**config.mk**
```make
export PLATFORM = sky130hd
export DESIGN_NAME = block_xfer_unit
export DESIGN_NICKNAME = d
export VERILOG_FILES = /design/src/rtl/block_xfer_unit_pkg.sv /design/src/rtl/block_xfer_unit_alu.sv /design/src/rtl/block_xfer_unit.sv
export SDC_FILE = /design/constraint.sdc
export NUM_CORES = 1
export LEC_CHECK = 0
export CAP_MARGIN = 15
export CORE_MARGIN = 2
export CORE_UTILIZATION = 40
export CTS_CLUSTER_DIAMETER = 50
export DETAILED_ROUTE_END_ITERATION = 8
export GPL_TIMING_DRIVEN = 1
export PLACE_DENSITY = 0.75
export SETUP_SLACK_MARGIN = 0.1
export SLEW_MARGIN = 25
export SYNTH_ARGS = -nofsm -noshare
export SYNTH_HDL_FRONTEND = slang
export SYNTH_SLANG_ARGS = --single-unit
```
**constraint.sdc**
```tcl
create_clock -name clk -period 5.8 [get_ports clk]
set_input_delay 0.58 -clock clk [delete_from_list [all_inputs] [get_ports clk]]
set_output_delay 0.58 -clock clk [all_outputs]
set_load 0.05 [all_outputs]
```
**src/rtl/block_xfer_unit_pkg.sv**
```systemverilog
// Shared encodings for the Z80 block transfer/compare engine:
// op codes, flag bit positions, FSM states and ALU modes.
package block_xfer_unit_pkg;

   localparam logic [2:0] BLK_OP_LDI  = 3'b000;
   localparam logic [2:0] BLK_OP_LDD  = 3'b001;
   localparam logic [2:0] BLK_OP_CPI  = 3'b010;
   localparam logic [2:0] BLK_OP_CPD  = 3'b011;
   localparam logic [2:0] BLK_OP_LDIR = 3'b100;
   localparam logic [2:0] BLK_OP_LDDR = 3'b101;
   localparam logic [2:0] BLK_OP_CPIR = 3'b110;
   localparam logic [2:0] BLK_OP_CPDR = 3'b111;

   localparam int BLK_OP_DEC = 0;
   localparam int BLK_OP_CMP = 1;
   localparam int BLK_OP_REP = 2;

   localparam int FLAG_IDX_C  = 0;
   localparam int FLAG_IDX_N  = 1;
   localparam int FLAG_IDX_PV = 2;
   localparam int FLAG_IDX_H  = 3;
   localparam int FLAG_IDX_Z  = 4;
   localparam int FLAG_IDX_S  = 5;

   typedef enum logic [2:0] {
      ST_IDLE,
      ST_READ,
      ST_WRITE,
      ST_UPDATE,
      ST_DONE
   } blk_state_t;

   typedef enum logic [1:0] {
      ALU_MODE_ADD,
      ALU_MODE_SUB,
      ALU_MODE_CPB
   } alu_mode_t;

   function automatic logic [15:0] step16(input logic [15:0] v,
                                          input logic dec);
      return dec ? v - 16'd1 : v + 16'd1;
   endfunction

endpackage

```
**src/rtl/block_xfer_unit_alu.sv**
```systemverilog
// 8-bit ALU slice: S, Z and H for add, subtract and compare.
// Compare (CPB) shares the subtract datapath; the result is discarded.
module block_xfer_unit_alu
   import block_xfer_unit_pkg::*;
(
   input  alu_mode_t  mode,
   input  logic [7:0] op_a,
   input  logic [7:0] op_b,
   output logic       s,
   output logic       z,
   output logic       h
);

   logic [7:0] res;
   logic [4:0] half;

   always_comb begin
      res  = '0;
      half = '0;
      unique case (mode)
         ALU_MODE_ADD: begin
            res  = op_a + op_b;
            half = {1'b0, op_a[3:0]} + {1'b0, op_b[3:0]};
         end
         ALU_MODE_SUB, ALU_MODE_CPB: begin
            res  = op_a - op_b;
            half = {1'b0, op_a[3:0]} - {1'b0, op_b[3:0]};
         end
         default: ;
      endcase
   end

   assign s = res[7];
   assign z = (res == 8'h00);
   assign h = half[4];

endmodule

```
**src/rtl/block_xfer_unit.sv**
```systemverilog
// Z80 LDI/LDD/CPI/CPD engine with repeat forms; runs its own
// memory cycles and returns stepped HL/DE/BC and flags.
module block_xfer_unit
   import block_xfer_unit_pkg::*;
(
   input  logic        clk,
   input  logic        reset,
   input  logic        start,
   input  logic [2:0]  op,
   input  logic [15:0] hl_in,
   input  logic [15:0] de_in,
   input  logic [15:0] bc_in,
   input  logic [7:0]  a_in,
   input  logic [5:0]  flags_in,
   input  logic        abort,
   output logic        mem_req,
   output logic        mem_we,
   output logic [15:0] mem_addr,
   output logic [7:0]  mem_wdata,
   input  logic [7:0]  mem_rdata,
   input  logic        mem_ack,
   output logic [15:0] hl_out,
   output logic [15:0] de_out,
   output logic [15:0] bc_out,
   output logic [5:0]  flags_out,
   output logic        busy,
   output logic        done
);

   blk_state_t  state;
   logic [2:0]  op_r;
   logic [7:0]  a_r;
   logic [7:0]  data_r;
   logic        dec, cmp, rep;
   logic [15:0] hl_n, de_n, bc_n;
   logic [5:0]  flags_n;
   logic        bc_nz, cont;
   logic        alu_s, alu_z, alu_h;

   assign dec = op_r[BLK_OP_DEC];
   assign cmp = op_r[BLK_OP_CMP];
   assign rep = op_r[BLK_OP_REP];

   block_xfer_unit_alu u_alu (
      .mode (ALU_MODE_CPB),
      .op_a (a_r),
      .op_b (data_r),
      .s    (alu_s),
      .z    (alu_z),
      .h    (alu_h)
   );

   always_comb begin
      hl_n    = step16(hl_out, dec);
      de_n    = cmp ? de_out : step16(de_out, dec);
      bc_n    = bc_out - 16'd1;
      bc_nz   = (bc_n != 16'h0000);
      flags_n = flags_out;
      flags_n[FLAG_IDX_PV] = bc_nz;
      if (cmp) begin
         flags_n[FLAG_IDX_S] = alu_s;
         flags_n[FLAG_IDX_Z] = alu_z;
         flags_n[FLAG_IDX_H] = alu_h;
         flags_n[FLAG_IDX_N] = 1'b1;
      end else begin
         flags_n[FLAG_IDX_H] = 1'b0;
         flags_n[FLAG_IDX_N] = 1'b0;
      end
      cont = rep && bc_nz && !(cmp && alu_z) && !abort;
   end

   always_ff @(posedge clk) begin
      if (reset) begin
         state     <= ST_IDLE;
         op_r      <= '0;
         a_r       <= '0;
         data_r    <= '0;
         mem_req   <= 1'b0;
         mem_we    <= 1'b0;
         mem_addr  <= '0;
         mem_wdata <= '0;
         hl_out    <= '0;
         de_out    <= '0;
         bc_out    <= '0;
         flags_out <= '0;
         busy      <= 1'b0;
         done      <= 1'b0;
      end else begin
         done <= 1'b0;
         unique case (state)
            ST_IDLE: begin
               if (start) begin
                  op_r      <= op;
                  a_r       <= a_in;
                  hl_out    <= hl_in;
                  de_out    <= de_in;
                  bc_out    <= bc_in;
                  flags_out <= flags_in;
                  busy      <= 1'b1;
                  mem_req   <= 1'b1;
                  mem_we    <= 1'b0;
                  mem_addr  <= hl_in;
                  state     <= ST_READ;
               end
            end
            ST_READ: begin
               if (mem_ack) begin
                  data_r <= mem_rdata;
                  if (cmp) begin
                     mem_req <= 1'b0;
                     state   <= ST_UPDATE;
                  end else begin
                     mem_we    <= 1'b1;
                     mem_addr  <= de_out;
                     mem_wdata <= mem_rdata;
                     state     <= ST_WRITE;
                  end
               end
            end
            ST_WRITE: begin
               if (mem_ack) begin
                  mem_req <= 1'b0;
                  mem_we  <= 1'b0;
                  state   <= ST_UPDATE;
               end
            end
            ST_UPDATE: begin
               hl_out    <= hl_n;
               de_out    <= de_n;
               bc_out    <= bc_n;
               flags_out <= flags_n;
               if (cont) begin
                  mem_req  <= 1'b1;
                  mem_addr <= hl_n;
                  state    <= ST_READ;
               end else begin
                  done  <= 1'b1;
                  state <= ST_DONE;
               end
            end
            ST_DONE: begin
               busy  <= 1'b0;
               state <= ST_IDLE;
            end
            default: state <= ST_IDLE;
         endcase
      end
   end

endmodule
```
Yosys cells after proc, flatten, opt, wreduce, memory -nomap -nowiden. Index checks and enable logic that the tools add are counted.

Shift-type cells: 0. Div/mod/pow operators: 0. $lt $le $gt $ge: 0. Eq/ne operators: 12. Bitwise gates (word level): 2. Mux-type cells: 36. Add/subtract/negate cells: 7. $mul: 0. Reductions and logical operators: 27.

Operator list (number): 16-bit 2-to-1 mux (9); 16-bit case mux with 2 select lines (3); 16-bit case mux with 3 select lines (1); 16-bit by 1-bit subtractor with 16-bit output (second input constant) (3); 16-bit by 1-bit adder with 16-bit output (second input constant) (2); 2-bit inequality test (second input constant) (8); 16-bit nonzero test (1); 3-bit AND reduction (5); 1-bit 2-to-1 mux (12); 3-bit 2-to-1 mux (4); 3-bit case mux with 4 select lines (1); 6-bit case mux with 2 select lines (1); 5-bit AND reduction (2); 8-bit zero test (1); 2-bit AND reduction (4); 8-bit subtractor (1); 3-bit by 2-bit == test with 1-bit output (second input constant) (2); 6-bit 2-to-1 mux (1); 6-bit AND reduction (1); 3-bit nonzero test (2); 4-bit by 4-bit subtractor with 5-bit output (1); 1-bit logical AND (4); 1-bit case mux with 4 select lines (1); 2-bit nonzero test (2); other kinds (10) (12).

Word-level logic and storage cells: 100. Bits in registers: 104. Output and inout bits: 82. Bits in read-only memories: 0. Bits in latches: 0. Memory bits (writable): 0. Memories kept: 0.

Longest topological paths before layout.
Depth in word-level cells: 8. Gate-level depth with buffers: 12. Mapped depth without buffers: 11.

Modules after synthesis. Synthesis repeated with hierarchy kept, for this count alone.

Cell total of the unflattened synthesis: 914. Area, all modules: 6947.9 µm².

By module, submodules not included: block_xfer_unit (area an instance 6456.2 µm², times used 1, seq. area each 2082.0 µm², cells each 848); block_xfer_unit_alu (area an instance 491.7 µm², times used 1, seq. area each 0.0 µm², cells each 66).

Worst setup path before layout. OpenSTA, ideal clock, no wires.

Path type: reg-to-reg. Start: register op_r[0]. End: register mem_addr[14]. Data arrival time: 3.245 ns. Buffers on the path: 0. Setup slack: 2.460 ns. Setup time: 0.096 ns. Stages on the path, launching flop included: 10. Path through: dfxtp_1 ha_1 a211o_1 or3_1 and3_1 or4_1 a31oi_1 xnor2_1 a21boi_1 o41ai_2.

Word-level cells in the longest chain between the ends: 3.

RTL lines: start, declared (line block_xfer_unit.sv:31) `logic [2:0] op_r;`; start signal, assigned (line block_xfer_unit.sv:93) `op_r <= op;`; 16-bit 2-to-1 mux (line block_xfer_unit_pkg.sv:41) `return dec ? v - 16'd1 : v + 16'd1;`; 16-bit 2-to-1 mux (line block_xfer_unit.sv:132) `if (cont) begin`; 16-bit case mux with 3 select lines (line block_xfer_unit.sv:90) `unique case (state)`; end signal, assigned (line block_xfer_unit.sv:102) `mem_addr <= hl_in;`; end signal, assigned (line block_xfer_unit.sv:114) `mem_addr <= de_out;`; end signal, assigned (line block_xfer_unit.sv:134) `mem_addr <= hl_n;`; end, declared (line block_xfer_unit.sv:18) `output logic [15:0] mem_addr,`.

No other way between the ends. The select of a mux whose other input is x is not followed. A chain may end at the register's enable or synchronous reset.

Final worst setup path.
Start: register op_r[0]. End: register de_out[14].

Word-level cells in the longest chain between the ends: 3.

RTL lines: 16-bit 2-to-1 mux (line block_xfer_unit_pkg.sv:41); 16-bit 2-to-1 mux (line block_xfer_unit.sv:55) `de_n = cmp ? de_out : step16(de_out, dec);`; 16-bit case mux with 2 select lines (line block_xfer_unit.sv:90); end signal, assigned (line block_xfer_unit.sv:96) `de_out <= de_in;`; end signal, assigned (line block_xfer_unit.sv:129) `de_out <= de_n;`; end, declared (line block_xfer_unit.sv:23) `output logic [15:0] de_out,`.

No other way between the ends. The select of a mux whose other input is x is not followed.

==> impl_metrics.env <==
export IMPL_cts_buffer_depth=2
export IMPL_finalNonFillerCells=1182
export IMPL_synth_top_area_share_pct=32.6
export IMPL_finalSetupTns_ns=0
export IMPL_critical_path_slowest_cell="dfxtp_1"
export IMPL_seq_area_frac_synth_pct=32.6
export IMPL_synthArstFlopShare_pct=0
export IMPL_yosysMostFrequentCell="nand2_1"
export IMPL_hold_violations=0
export IMPL_drc=0
export IMPL_cts_tree="yes"
export IMPL_top_layer="met4"
export IMPL_drt_iter0_markers=540
export IMPL_cts_buffers=9
export IMPL_rows=46
export IMPL_die_h_um=130
export IMPL_run_status="completed"
export IMPL_final_cell_area_um2=8430
export IMPL_numPlacedInstances=1166
export IMPL_wl_per_cell_um=16.7
export IMPL_post_route_min_period_ns=3.59
export IMPL_postPlaceCellArea_um2=8090
export IMPL_critPathMaxFanout=17
export IMPL_wirelength_um=19700
export IMPL_syn2layout_area_growth_pct=32.1
export IMPL_die_w_um=130
export IMPL_setup_viol=0
export IMPL_drive_gt1_share_pct=4.04
export IMPL_grt_use_total_pct=23.0
export IMPL_ant_nets=0
export IMPL_portBuffers=159
export IMPL_clkTransAtPathRegs_ns=0.08
export IMPL_power_density_nw_per_um2=317
export IMPL_avgSynthCellArea_um2=7.65
export IMPL_finClkSkew_ns=0.00844
export IMPL_yosys_warnings=0
export IMPL_slowest_delay_ns=0.75
export IMPL_synthTopCellsByCount="144 x nand2_1, 104 x dfxtp_1, 88 x a21oi_1, 82 x nor2_1, 40 x o21ai_0"
export IMPL_ys_seq_elements=104
export IMPL_root_buffer="clkbuf_16"
export IMPL_met2_length_um=8800
export IMPL_routed_wl_met3_um=1700
export IMPL_place_detailed_hpwl_um=14200
export IMPL_m1WireLength_um=8820
export IMPL_seq_area_um2=2080
export IMPL_grt_pass1_vias=5969
export IMPL_initial_core_util_pct=40.5
export IMPL_yosys_area_top_type="dfxtp_1"
export IMPL_crit_path_end_kind="flop"
export IMPL_holdBufCountCts=0
export IMPL_ys_flop_type="dfxtp_1"
export IMPL_arrival_ns=3.84
export IMPL_cts_sinks=104
export IMPL_mappedNetlistArea_um2=6390
export IMPL_hold_class="flop to flop"
export IMPL_cts_resized=0
export IMPL_grt_pass1_wl_um=30900
export IMPL_synthTopCellsByArea="dfxtp_1 33%, nand2_1 8.5%, ha_1 7.2%"
export IMPL_finalCritPeriodShare_pct=61.9
export IMPL_leakagePower_nw=3.26
export IMPL_ioPinCount=160
export IMPL_clk_latency_ns=0.35
export IMPL_synth_edff_count=0
export IMPL_maxCapViolCount=0
export IMPL_num_vias=6588
export IMPL_synth_distinct_cells=68
export IMPL_cp_cell_sequence="buf_4, ha_1, nor2b_1, o21a_1, o21ai_0, a21oi_1, a41o_1, o41ai_1, o21ai_0, xor2_1, a41o_1"
export IMPL_htree_levels=3
export IMPL_syn_nets=952
export IMPL_crit_type="flop to flop"
export IMPL_core_um2=15800
export IMPL_finalNetCount=1078
export IMPL_antenna_found_initial=0
export IMPL_slew_headroom_pct=30.0
export IMPL_max_slew_worst_pin_slew_ns=1.05
export IMPL_fmax_mhz=278
export IMPL_crit_required_ns=6.05
export IMPL_hold_slack_ns=0.452
export IMPL_rsz0062_at_grt="no"
export IMPL_syn_instance_count=835
export IMPL_start_kind="flop"
export IMPL_die_area_um2=17000
export IMPL_multi_input_area_um2=4010
export IMPL_grt_start_max_net_pins=72
export IMPL_ir_worst_vdd_mv=0.193
export IMPL_antenna_cells=0
export IMPL_cts_setup_buffers=0
export IMPL_gp_congestion=0.896
export IMPL_viasPerCell=5.57
export IMPL_first_pass_iters=6
export IMPL_globalRouteOverflowTotal=0
export IMPL_slew_viol_final=0
export IMPL_nFillCells=1539
through the flow:
step / setup slack (ns) / util (%) / power [mW]
floorplan: 2.46 / - / 1.65
global placement: 2.39 / 51.3 / 1.97
detailed placement: 2.33 / 51.3 / 1.98
CTS: 2.32 / 53.5 / 2.68
global route: 1.97 / 53.5 / 2.81
finish: 2.21 / 53.5 / 2.67
layout by cell type (no fill, tap or decap), types with 12 or more instances in the layout:
cell type,Yosys,routed
o21ai_0,40,39
a211oi_1,20,20
nand3_1,12,12
nand2_1,144,143
clkdlybuf4s50_1,0,158
nor3_1,27,27
ha_1,37,37
a311oi_1,21,21
nor2_1,82,80
inv_1,22,22
a21oi_1,88,88
dfxtp_1,104,104
xnor2_1,22,22
and3_1,12,12
mux2i_1,12,12
sequential cells by signal (all words and copies together), names as in the netlist:
signal     flops
mem_wdata      8
state          3
de_out        16
a_r            8
mem_we         1
busy           1
flags_out      6
done           1
hl_out        16
op_r           3
bc_out        16
mem_req        1
data_r         8
mem_addr      16
worst paths after layout:
check / from / endpoint / slack (ns) / cells past startpoint
worst min-delay path: mem_addr[6] / mem_addr[6] / 0.45 / 2
worst min register to register: mem_addr[6] / mem_addr[6] / 0.45 / 2
worst max-delay path: op_r[0] / de_out[14] / 2.21 / 11
worst max register to register: op_r[0] / de_out[14] / 2.21 / 11
kinds of logic (layout without fill, tap and decap cells):
family                     Yosys count  count (layout)  share of synthesized area, %
AOI/OAI and AO/OA                  250             250                          25.9
xor gates and xnor gates            31              31                          4.25
adders and majority gates           39              39                          7.88
buffers and inverters               75             206                          4.92
DFF                                104             104                          32.6
muxes                               12              12                          1.88
and+or+nand+nor                    324             324                          22.6
per-layer routing:
metal | track usage, % | up-vias
met5 | 0 | -
met4 | 6.26 | 0
met3 | 6.44 | 28
met2 | 36.1 | 273
met1 | 31.2 | 3045
li1 | - | 3242
critical path, delay by kind of cell (launching register included):
family                   cells  cell delay, ns
flip-flops                   1            0.75
AO/OA/AOI/OAI                7            1.74
adder cells (fa/ha/maj)      1            0.30
buffers and inverters        1            0.36
AND/OR/NAND/NOR              1            0.16
XOR/XNOR                     1            0.18
report_power, final:
part,switching (mW),internal [mW],leakage (nW)
registers,0.100,0.799,0.854
clock network,0.280,0.415,0.169
logic,0.676,0.402,2.24
area by class of cell:
type                    instances  area share, %
repair buffers                167           19.6
well taps                     216           3.20
inverters                      23           1.02
clock buffers                  12           3.16
multi-input cells             656           47.5
clock inverters                 4          0.875
flip-flops and latches        104           24.7
No activity file was read; power rests on OpenSTA's default activity.
